**src/rtl/fifo_pkg.sv**
```systemverilog
// rtl/fifo_pkg.sv - shared types for the async FIFO read-side drain engine
package fifo_pkg;

    typedef enum logic [1:0] {
        OCC_EMPTY = 2'd0,
        OCC_ONE   = 2'd1,
        OCC_TWO   = 2'd2
    } occ_e;

    localparam int BUF_DEPTH = 2;

    function automatic logic [2:0] occ_level(input occ_e occ);
        return {1'b0, occ};
    endfunction

endpackage

```
**src/rtl/fifo_rd_skid.sv**
```systemverilog
// rtl/fifo_rd_skid.sv - 2-entry head/second output buffer with occupancy FSM
module fifo_rd_skid
    import fifo_pkg::*;
#(
    parameter int DSIZE = 8
) (
    input  logic             clk,
    input  logic             rst,
    input  logic             push,
    input  logic [DSIZE-1:0] push_data,
    input  logic             pop,
    output occ_e             occ,
    output logic [DSIZE-1:0] head
);

    occ_e             occ_q;
    logic [DSIZE-1:0] head_q;
    logic [DSIZE-1:0] second_q;

    always_ff @(posedge clk) begin
        if (rst) begin
            occ_q    <= OCC_EMPTY;
            head_q   <= '0;
            second_q <= '0;
        end else begin
            case (occ_q)
                OCC_EMPTY: begin
                    if (push) begin
                        head_q <= push_data;
                        occ_q  <= OCC_ONE;
                    end
                end
                OCC_ONE: begin
                    if (push && !pop) begin
                        second_q <= push_data;
                        occ_q    <= OCC_TWO;
                    end else if (pop && !push) begin
                        occ_q <= OCC_EMPTY;
                    end else if (push && pop) begin
                        head_q <= push_data;
                    end
                end
                OCC_TWO: begin
                    // The issue rule guarantees no push lands while both slots are full.
                    if (pop) begin
                        head_q <= second_q;
                        occ_q  <= OCC_ONE;
                    end
                end
                default: occ_q <= OCC_EMPTY;
            endcase
        end
    end

    assign occ  = occ_q;
    assign head = head_q;

endmodule

```
**src/rtl/fifo_rd_stream.sv**
```systemverilog
// rtl/fifo_rd_stream.sv - drains the FIFO read port into a valid/ready stream
module fifo_rd_stream
    import fifo_pkg::*;
#(
    parameter int DSIZE = 8,
    parameter int CSIZE = 16
) (
    input  logic             rclk,
    input  logic             rrst,
    input  logic             rEmpty,
    input  logic [DSIZE-1:0] rData,
    output logic             rinc,
    output logic             m_valid,
    input  logic             m_ready,
    output logic [DSIZE-1:0] m_data,
    output logic [CSIZE-1:0] rd_count
);

    occ_e             occ;
    logic             inflight_q;
    logic             inflight_d;
    logic [CSIZE-1:0] count_q;
    logic [CSIZE-1:0] count_d;
    logic             pop;
    logic [2:0]       load_after;

    assign m_valid = (occ != OCC_EMPTY);
    assign pop     = m_valid & m_ready;

    // Slots still claimed once this cycle's pop retires; a new read needs one free.
    assign load_after = occ_level(occ) + {2'b00, inflight_q} - {2'b00, pop};
    assign rinc       = !rEmpty && !rrst && (load_after < 3'(BUF_DEPTH));

    assign inflight_d = rinc;
    assign count_d    = count_q + {{(CSIZE-1){1'b0}}, pop};

    always_ff @(posedge rclk) begin
        if (rrst) begin
            inflight_q <= 1'b0;
            count_q    <= '0;
        end else begin
            inflight_q <= inflight_d;
            count_q    <= count_d;
        end
    end

    fifo_rd_skid #(
        .DSIZE(DSIZE)
    ) u_skid (
        .clk      (rclk),
        .rst      (rrst),
        .push     (inflight_q),
        .push_data(rData),
        .pop      (pop),
        .occ      (occ),
        .head     (m_data)
    );

    assign rd_count = count_q;

endmodule

```
**config.mk**
```make
export PLATFORM = sky130hd
export DESIGN_NAME = fifo_rd_stream
export DESIGN_NICKNAME = d
export VERILOG_FILES = /design/src/rtl/fifo_pkg.sv /design/src/rtl/fifo_rd_skid.sv /design/src/rtl/fifo_rd_stream.sv
export SDC_FILE = /design/constraint.sdc
export NUM_CORES = 1
export LEC_CHECK = 0
export CAP_MARGIN = 20
export CORE_MARGIN = 4
export CORE_UTILIZATION = 49
export CTS_BUF_LIST = sky130_fd_sc_hd__clkbuf_2 sky130_fd_sc_hd__clkbuf_4 sky130_fd_sc_hd__clkbuf_8
export CTS_CLUSTER_SIZE = 30
export DETAILED_ROUTE_END_ITERATION = 6
export PLACE_DENSITY = 0.79
export SETUP_SLACK_MARGIN = 0.02
export SYNTH_ARGS = -nofsm -noshare
export SYNTH_HDL_FRONTEND = slang
export SYNTH_SLANG_ARGS = --single-unit
```
**constraint.sdc**
```tcl
create_clock -name rclk -period 7.7 [get_ports rclk]
set_clock_uncertainty 0.05 [all_clocks]
set_input_delay 2.31 -clock rclk [delete_from_list [all_inputs] [get_ports rclk]]
set_output_delay 2.31 -clock rclk [all_outputs]
set_load 0.005 [all_outputs]
```
## Word level (Yosys, flattened, before mapping)

Index checks and enable logic that the tools add are counted.

- Add/subtract/negate cells: 3
- Order comparisons: 1
- Equal/unequal tests: 8
- Muxes and demuxes: 11
- Bitwise operators: 1
- Reductions and logical operators: 15

Operators with widths:

| operator | count |
|---|---|
| 2-to-1 mux 8 bit | 5 |
| case mux 8 bit (3 select lines) | 1 |
| adder 16 x 1 -> 16 bit | 1 |
| 2-to-1 mux 2 bit | 4 |
| inequality test 2 bit, second input constant | 4 |
| case mux 2 bit (3 select lines) | 1 |
| AND reduction 6 bit | 1 |
| logical AND 1 bit | 5 |
| logical NOT 1 bit | 4 |
| adder 2 x 1 -> 3 bit | 1 |
| < comparator 3 x 2 -> 1 bit, second input constant | 1 |
| inequality test 3 x 1 -> 1 bit, second input constant | 1 |
| AND reduction 3 bit | 1 |
| nonzero test 3 bit | 1 |
| subtractor 3 x 1 -> 3 bit | 1 |
| equality test 2 x 1 -> 1 bit, second input constant | 1 |
| equality test 2 bit, second input constant | 1 |
| logical NOT 2 bit | 1 |
| inequality test 2 x 1 -> 1 bit, second input constant | 1 |
| AND reduction 2 bit | 1 |
| nonzero test 2 bit | 1 |
| bitwise AND 1 bit | 1 |

- Register bits: 35
- Bits of input ports: 12
- Output and inout port bits: 26

## Longest topological paths before layout

- Depth in word-level cells: 7
- Gate-level depth with buffers: 8
- Depth with buffers taken out: 7

## Hierarchy

Synthesis repeated with hierarchy kept, for this count alone.

- Cells, all modules: 173
- Area total of the unflattened synthesis: 1,729.2 sq um

Modules (own cells, without submodules):

| module | instances | cells an instance | area each (sq um) | seq. area each (sq um) |
|---|---|---|---|---|
| fifo_rd_skid | 1 | 81 | 894.6 | 360.3 |
| fifo_rd_stream | 1 | 92 | 834.6 | 340.3 |

## Least setup slack after synthesis

No wires, ideal clock.

- Kind: in2out
- From: in m_ready
- To: out rinc
- Arrival time: 3,389 ps
- Required time: 5,340 ps
- Path slack: 1,951 ps
- Cell stages on the path: 5
- Path buffers: 0
- Cell sequence: and2_1 > o21ai_0 > fa_1 > xor2_1 > nor4b_1

- Longest elaborated chain between the ends: 4

Ends and longest elaborated chain:

| item | line | source |
|---|---|---|
| start: declaration | fifo_rd_stream.sv:14 | `input logic m_ready,` |
| bitwise AND 1 bit | fifo_rd_stream.sv:28 | `assign pop = m_valid & m_ready;` |
| subtractor 3 x 1 -> 3 bit | fifo_rd_stream.sv:31 | `assign load_after = occ_level(occ) + {2'b00, inflight_q} - {2'b00, pop};` |
| < comparator 3 x 2 -> 1 bit | fifo_rd_stream.sv:32 | `assign rinc = !rEmpty && !rrst && (load_after < 3'(BUF_DEPTH));` |
| logical AND 1 bit | fifo_rd_stream.sv:32 |  |
| end: declaration | fifo_rd_stream.sv:12 | `output logic rinc,` |

No other way between the ends.

## Worst setup path in the final report

Same ends and word-level chain as after synthesis.

==> metrics <==
HPWL Detailed ~2600 um; Post-Route Utilization 0.666; Pre-antenna DRT Iters 4; wl on met1 1730 um; Most used DFF post-synth dfxtp_1; Worst Hold Launch u_skid.second_q[1]; Final Cycle Share 0.919; Starting Density 0.524; Die H 65.9 um; Min-Delay Path Class flop to flop; switching share of total power 0.242; Least-Margin Pin Slew ~1.1 ns; fraction of layout cells with a size suffix above 1 0.0874; fmax about 140 MHz; Cell Count, Final, Fillers Out 250; CTS tree yes; DP Area a little over 2000 um2; WL met3 140 um; largest cells by area after synthesis dfxtp_1 (43%), mux2i_1 (9.8%), a211oi_1 (7.3%); Post-Synthesis Cells between 150 and 200; worst r2r path cells 6; first-pass GRT wire length about 6200 um; most frequent cell after synthesis dfxtp_1; cts hold-fix bufs 0; Core Footprint 3130 um2; Internal Power about 250 uW; leading post-synthesis cells by instance count dfxtp_1 (35), a211oi_1 (16), mux2i_1 (16), nor2_1 (16), a21oi_1 (9); register area share after synthesis 0.427; Starting DRT DRC Count 90; number of max-cap violations 0; outcome finished clean; flops & latches, synth 35; Area Overhead vs Synth 27.0%; vias in the first global route ~1400; CP Launch Type input port; NetSw between 80 and 90 uW; Layout Cell Area excl Fill 2080 um2; vias post-DR around 1400; number of flops mapped to enable cells by yosys 0; Comb pwr share 0.128; gr usage total 0.184; DR top layer met4; ANT nets after route 0; n_diodes 0; number of remaining DRC errors 0; PortBufs 37; Routed WL around 3700 um; area fraction of the dominant cell type after synthesis 0.427; post-CTS setup buffer count 0; clk slew on worst S/H paths about 0.1 ns; GRT overflow 0; Row Count 20; CP endpoint kind output pin; largest net degree at the start of global routing between 40 and 50; Syn Std Cell Area between 1500 and 2000 um2; die area about 4300 um2; WHS Path Cells 2; maximum vdd ir drop 0.0000908 V; Req. time, crit path around 5.3 ns; Worst Path Max Fanout 9; Avg Vias per Cell 5.46; Nets 220; worst setup path startpoint m_ready; Clk network pwr share 0.301; setup violators final 0; WP data arrival between 4 and 5 ns; Die X 65.9 um; Leak just over 0.0007 uW; Max Transition Viols Final 0; Syn Area/Cell a little under 10 um2; WL met2 between 1500 and 2000 um; Placed Instances approximately 240; final hold violations 0; post-synthesis cell type count 36; io pins 38; Power Density 161 nW/um2; asr flop ratio synth 0; clock buffer depth 2; Skew-Pair Late Insertion Delay 0.34 ns; RSZ-0062 raised after global routing false; Reg2Reg Launch Point u_skid.occ[1]; GPL Wtd Cong 0.702; Crit Path Class input port to output pin; setup TNS 0 ns; Yosys warnings 0; worst hold margin around 0.46 ns; register share of total power 0.571; Post-CTS Resized 0; Syn Nets 185; clk sink count 35; CTS H-tree depth 2; largest area contributor in the netlist dfxtp_1; WL/cell roughly 15 um; worst relative slew slack 0.278; cts bufs inserted 5; CTS root buffer clkbuf_4; initial antenna violation count 0; Final min period ~7 ns
[critical path: stages]
cell,delay [ns]
clkdlybuf4s50_1,0.62
and2_1,0.22
o21ai_0,0.13
fa_1,0.39
xor2_1,0.16
nor4b_1,0.32
clkdlybuf4s50_1,0.57
[area by class of cell]
class / instances / area (um2)
fillers: 274 / 1040
well taps: 44 / 55.1
clock buffers: 7 / 52.6
multi-input cells: 121 / 873
flip-flops and latches: 35 / 701
clock inverters: 1 / 5.00
inverters: 3 / 11.3
repair buffers: 39 / 385
[power by group through the flow]
stage	logic [uW]	registers [uW]	clock network (uW)
2_1_floorplan	20.6	195	0
3_3_place_gp	41.4	195	0
3_5_place_dp	43.0	195	0
4_1_cts	43.3	191	103
5_1_grt	46.7	192	112
6_report	43.0	191	101
[per-layer routing]
layer	global-route usage	vias up
met5	0	-
met4	0.0933	0
met3	0.0476	10
met2	0.284	24
met1	0.235	640
li1	-	691
[flip-flops by register name, summed over array words and instances, names as in the netlist]
| register | count |
|---|---|
| u_skid.occ | 2 |
| u_skid.second_q | 8 |
| inflight_q | 1 |
| rd_count | 16 |
| u_skid.head | 8 |
[layout by cell type (no fill, tap or decap), types with 2 or more instances in the layout]
master,n
clkdlybuf4s50_1,37
dfxtp_1,35
nor2_1,16
mux2i_1,16
a211oi_1,16
a21oi_1,9
nor2b_1,8
nand2_1,7
clkbuf_4,7
o21ai_0,4
o31ai_1,4
or4_1,4
nand3_1,4
inv_1,3
xor2_1,3
or3_1,3
mux2_1,3
and2_1,2
nor4b_1,2
nand4_1,2
nor4_2,2
a21o_1,2
nor4_1,2
ha_1,2
buf_4,2
[cells by family after synthesis]
group,count (synthesis),share of synthesized area
buffers and inverters,14,0.0442
DFF,35,0.427
adders and majority gates,3,0.0275
muxes,21,0.134
and+or+nand+nor,58,0.205
xor gates and xnor gates,4,0.0214
AOI/OAI and AO/OA,35,0.140
[per-stage QoR]
step                total power (uW)  setup WS [ns]
floorplan                        216           1.95
global placement                 236          0.776
detailed placement               238          0.609
CTS                              338          0.606
global route                     351          0.498
finish                           335          0.626
[worst paths after layout]
check | endpoint | slack, ns
max reg2reg | inflight_q | 4.87
min reg2reg | u_skid.second_q[1] | 0.46
min | u_skid.second_q[1] | 0.46
max | rinc | 0.63
No activity file was read; power rests on OpenSTA's default activity.
==> variant: new RTL, same settings <==
Change the parameter `CSIZE` from 16 to 32.
--- a/src/rtl/fifo_rd_stream.sv
+++ b/src/rtl/fifo_rd_stream.sv
@@ -3,7 +3,7 @@
     import fifo_pkg::*;
 #(
     parameter int DSIZE = 8,
-    parameter int CSIZE = 16
+    parameter int CSIZE = 32
 ) (
     input  logic             rclk,
     input  logic             rrst,
Interface: changed (resized rd_count); port bits go from 38 to 54. The function was not compared with the original's and may differ.
==> variant against the original RTL <==
- area after synthesis up 39%
- critical path type unchanged
- power up 51%
- via count up 47%
- sequential cell count up 16
- largest cell class unchanged
- largest power group unchanged
- cell area up 41%
- critical path depth unchanged
- sequential power up 43%
- wire length up 34%
- worst setup slack better by 140 ps
- non-clock buffer count up 16
==> variant: results (changes against the original RTL) <==
* Multi-input gates at 189 (was 121)
* Non-clk buf share at 0.184 (was 0.185)
* Peak VDD IR at 0.125 mV (was 0.0908 mV)
* Syn Nets at 279 (was 185)
* Post-synthesis mux area share at 0.0542 (was 0.134)
* M1 GR Usage at 0.230 (was 0.235)
* Skew-Pair Late Insertion Delay at 320 ps (was 340 ps)
* Synth Area in XOR/XNOR at 0.0499 (was 0.0214)
* Number of flip-flops under the largest register name at 32 (was 16)
* Total length of routed wires at 4910 um (was 3650 um)
* Number of port buffers at 53 (was 37)
* Vias per inst at 5.52 (was 5.46)
* Routability congestion estimate at 0.734 (was 0.702)
* Placed cell count at 355 (was 242)
* Post-DP HPWL at 3290 um (was 2620 um)
* Routed WL per cell at 13.5 um (was 14.6 um)
* Pwr/cell area at 172 nW/um^2 (was 161 nW/um^2)
* Seq Cell Count at 51 (was 35)
* Post-synthesis sequential area ratio at 0.447 (was 0.427)
* Clk root buf: clkbuf_8 (was clkbuf_4)
* Static leakage at 0.908 nW (was 0.709 nW)
* Sw Pwr at 0.115 mW (was 0.0809 mW)
* Cell variety after synth at 32 (was 36)
* Vias in the first global route at 1833 (was 1353)
* Worst-path fanout max at 7 (was 9)
* Outcome: finished, final reports clean (unchanged)
* Area after DPL at 2810 um^2 (was 2030 um^2)
* Final nets at 326 (was 220)
* Post-synthesis compound-gate area fraction at 0.135 (was 0.140)
* Top cells by count, synth: dfxtp_1 (51), a21oi_1 (26), nor2_1 (26) (was dfxtp_1 (35), a211oi_1 (16), mux2i_1 (16), nor2_1 (16), a21oi_1 (9))
* Number of cells on the worst reg-to-reg path at 8 (was 6)
* Total GRT Usage at 0.177 (was 0.184)
* # fillers at 375 (was 274)
* Row count at 24 (was 20)
* Buffers outside the clock class at 55 (was 39)
* Adder-cell share of the synthesized area at 0.0197 (was 0.0275)
* WL met1 at 2350 um (was 1730 um)
* Clock buf/inv share at 0.0392 (was 0.0276)
* CP Data Arrival Time at 4570 ps (was 4710 ps)
* Inverter count at 9 (was 3)
variant: final timing paths:
kind | slack (ps) | end | from
setup / recovery | 770 | rinc | m_ready
hold / removal | 410 | u_skid.second_q[7] | u_skid.second_q[7]
setup reg to reg | 4800 | rd_count[30] | u_skid.occ[1]
hold reg to reg | 410 | u_skid.second_q[7] | u_skid.second_q[7]
variant: worst max-delay path, cell delays in order:
cell and delay, ps:
clkdlybuf4s50_1 500, nor2b_1 260, o21ai_0 140, fa_1 380, xor2_1 160, nor4b_1 270
clkdlybuf4s50_1 550
variant: power by group through the flow:
stage	sequential, mW	combinational, mW	clock [mW]
floorplan	0.279	0.0188	0
global placement	0.279	0.0390	0
detailed placement	0.279	0.0397	0
CTS	0.273	0.0398	0.196
global route	0.274	0.0436	0.207
finish	0.273	0.0397	0.192
variant: through the flow:
stage	setup WS, ps	power, mW
2_1_floorplan	1920	0.298
3_3_place_gp	839	0.318
3_5_place_dp	737	0.319
4_1_cts	736	0.509
5_1_grt	541	0.525
6_report	765	0.505
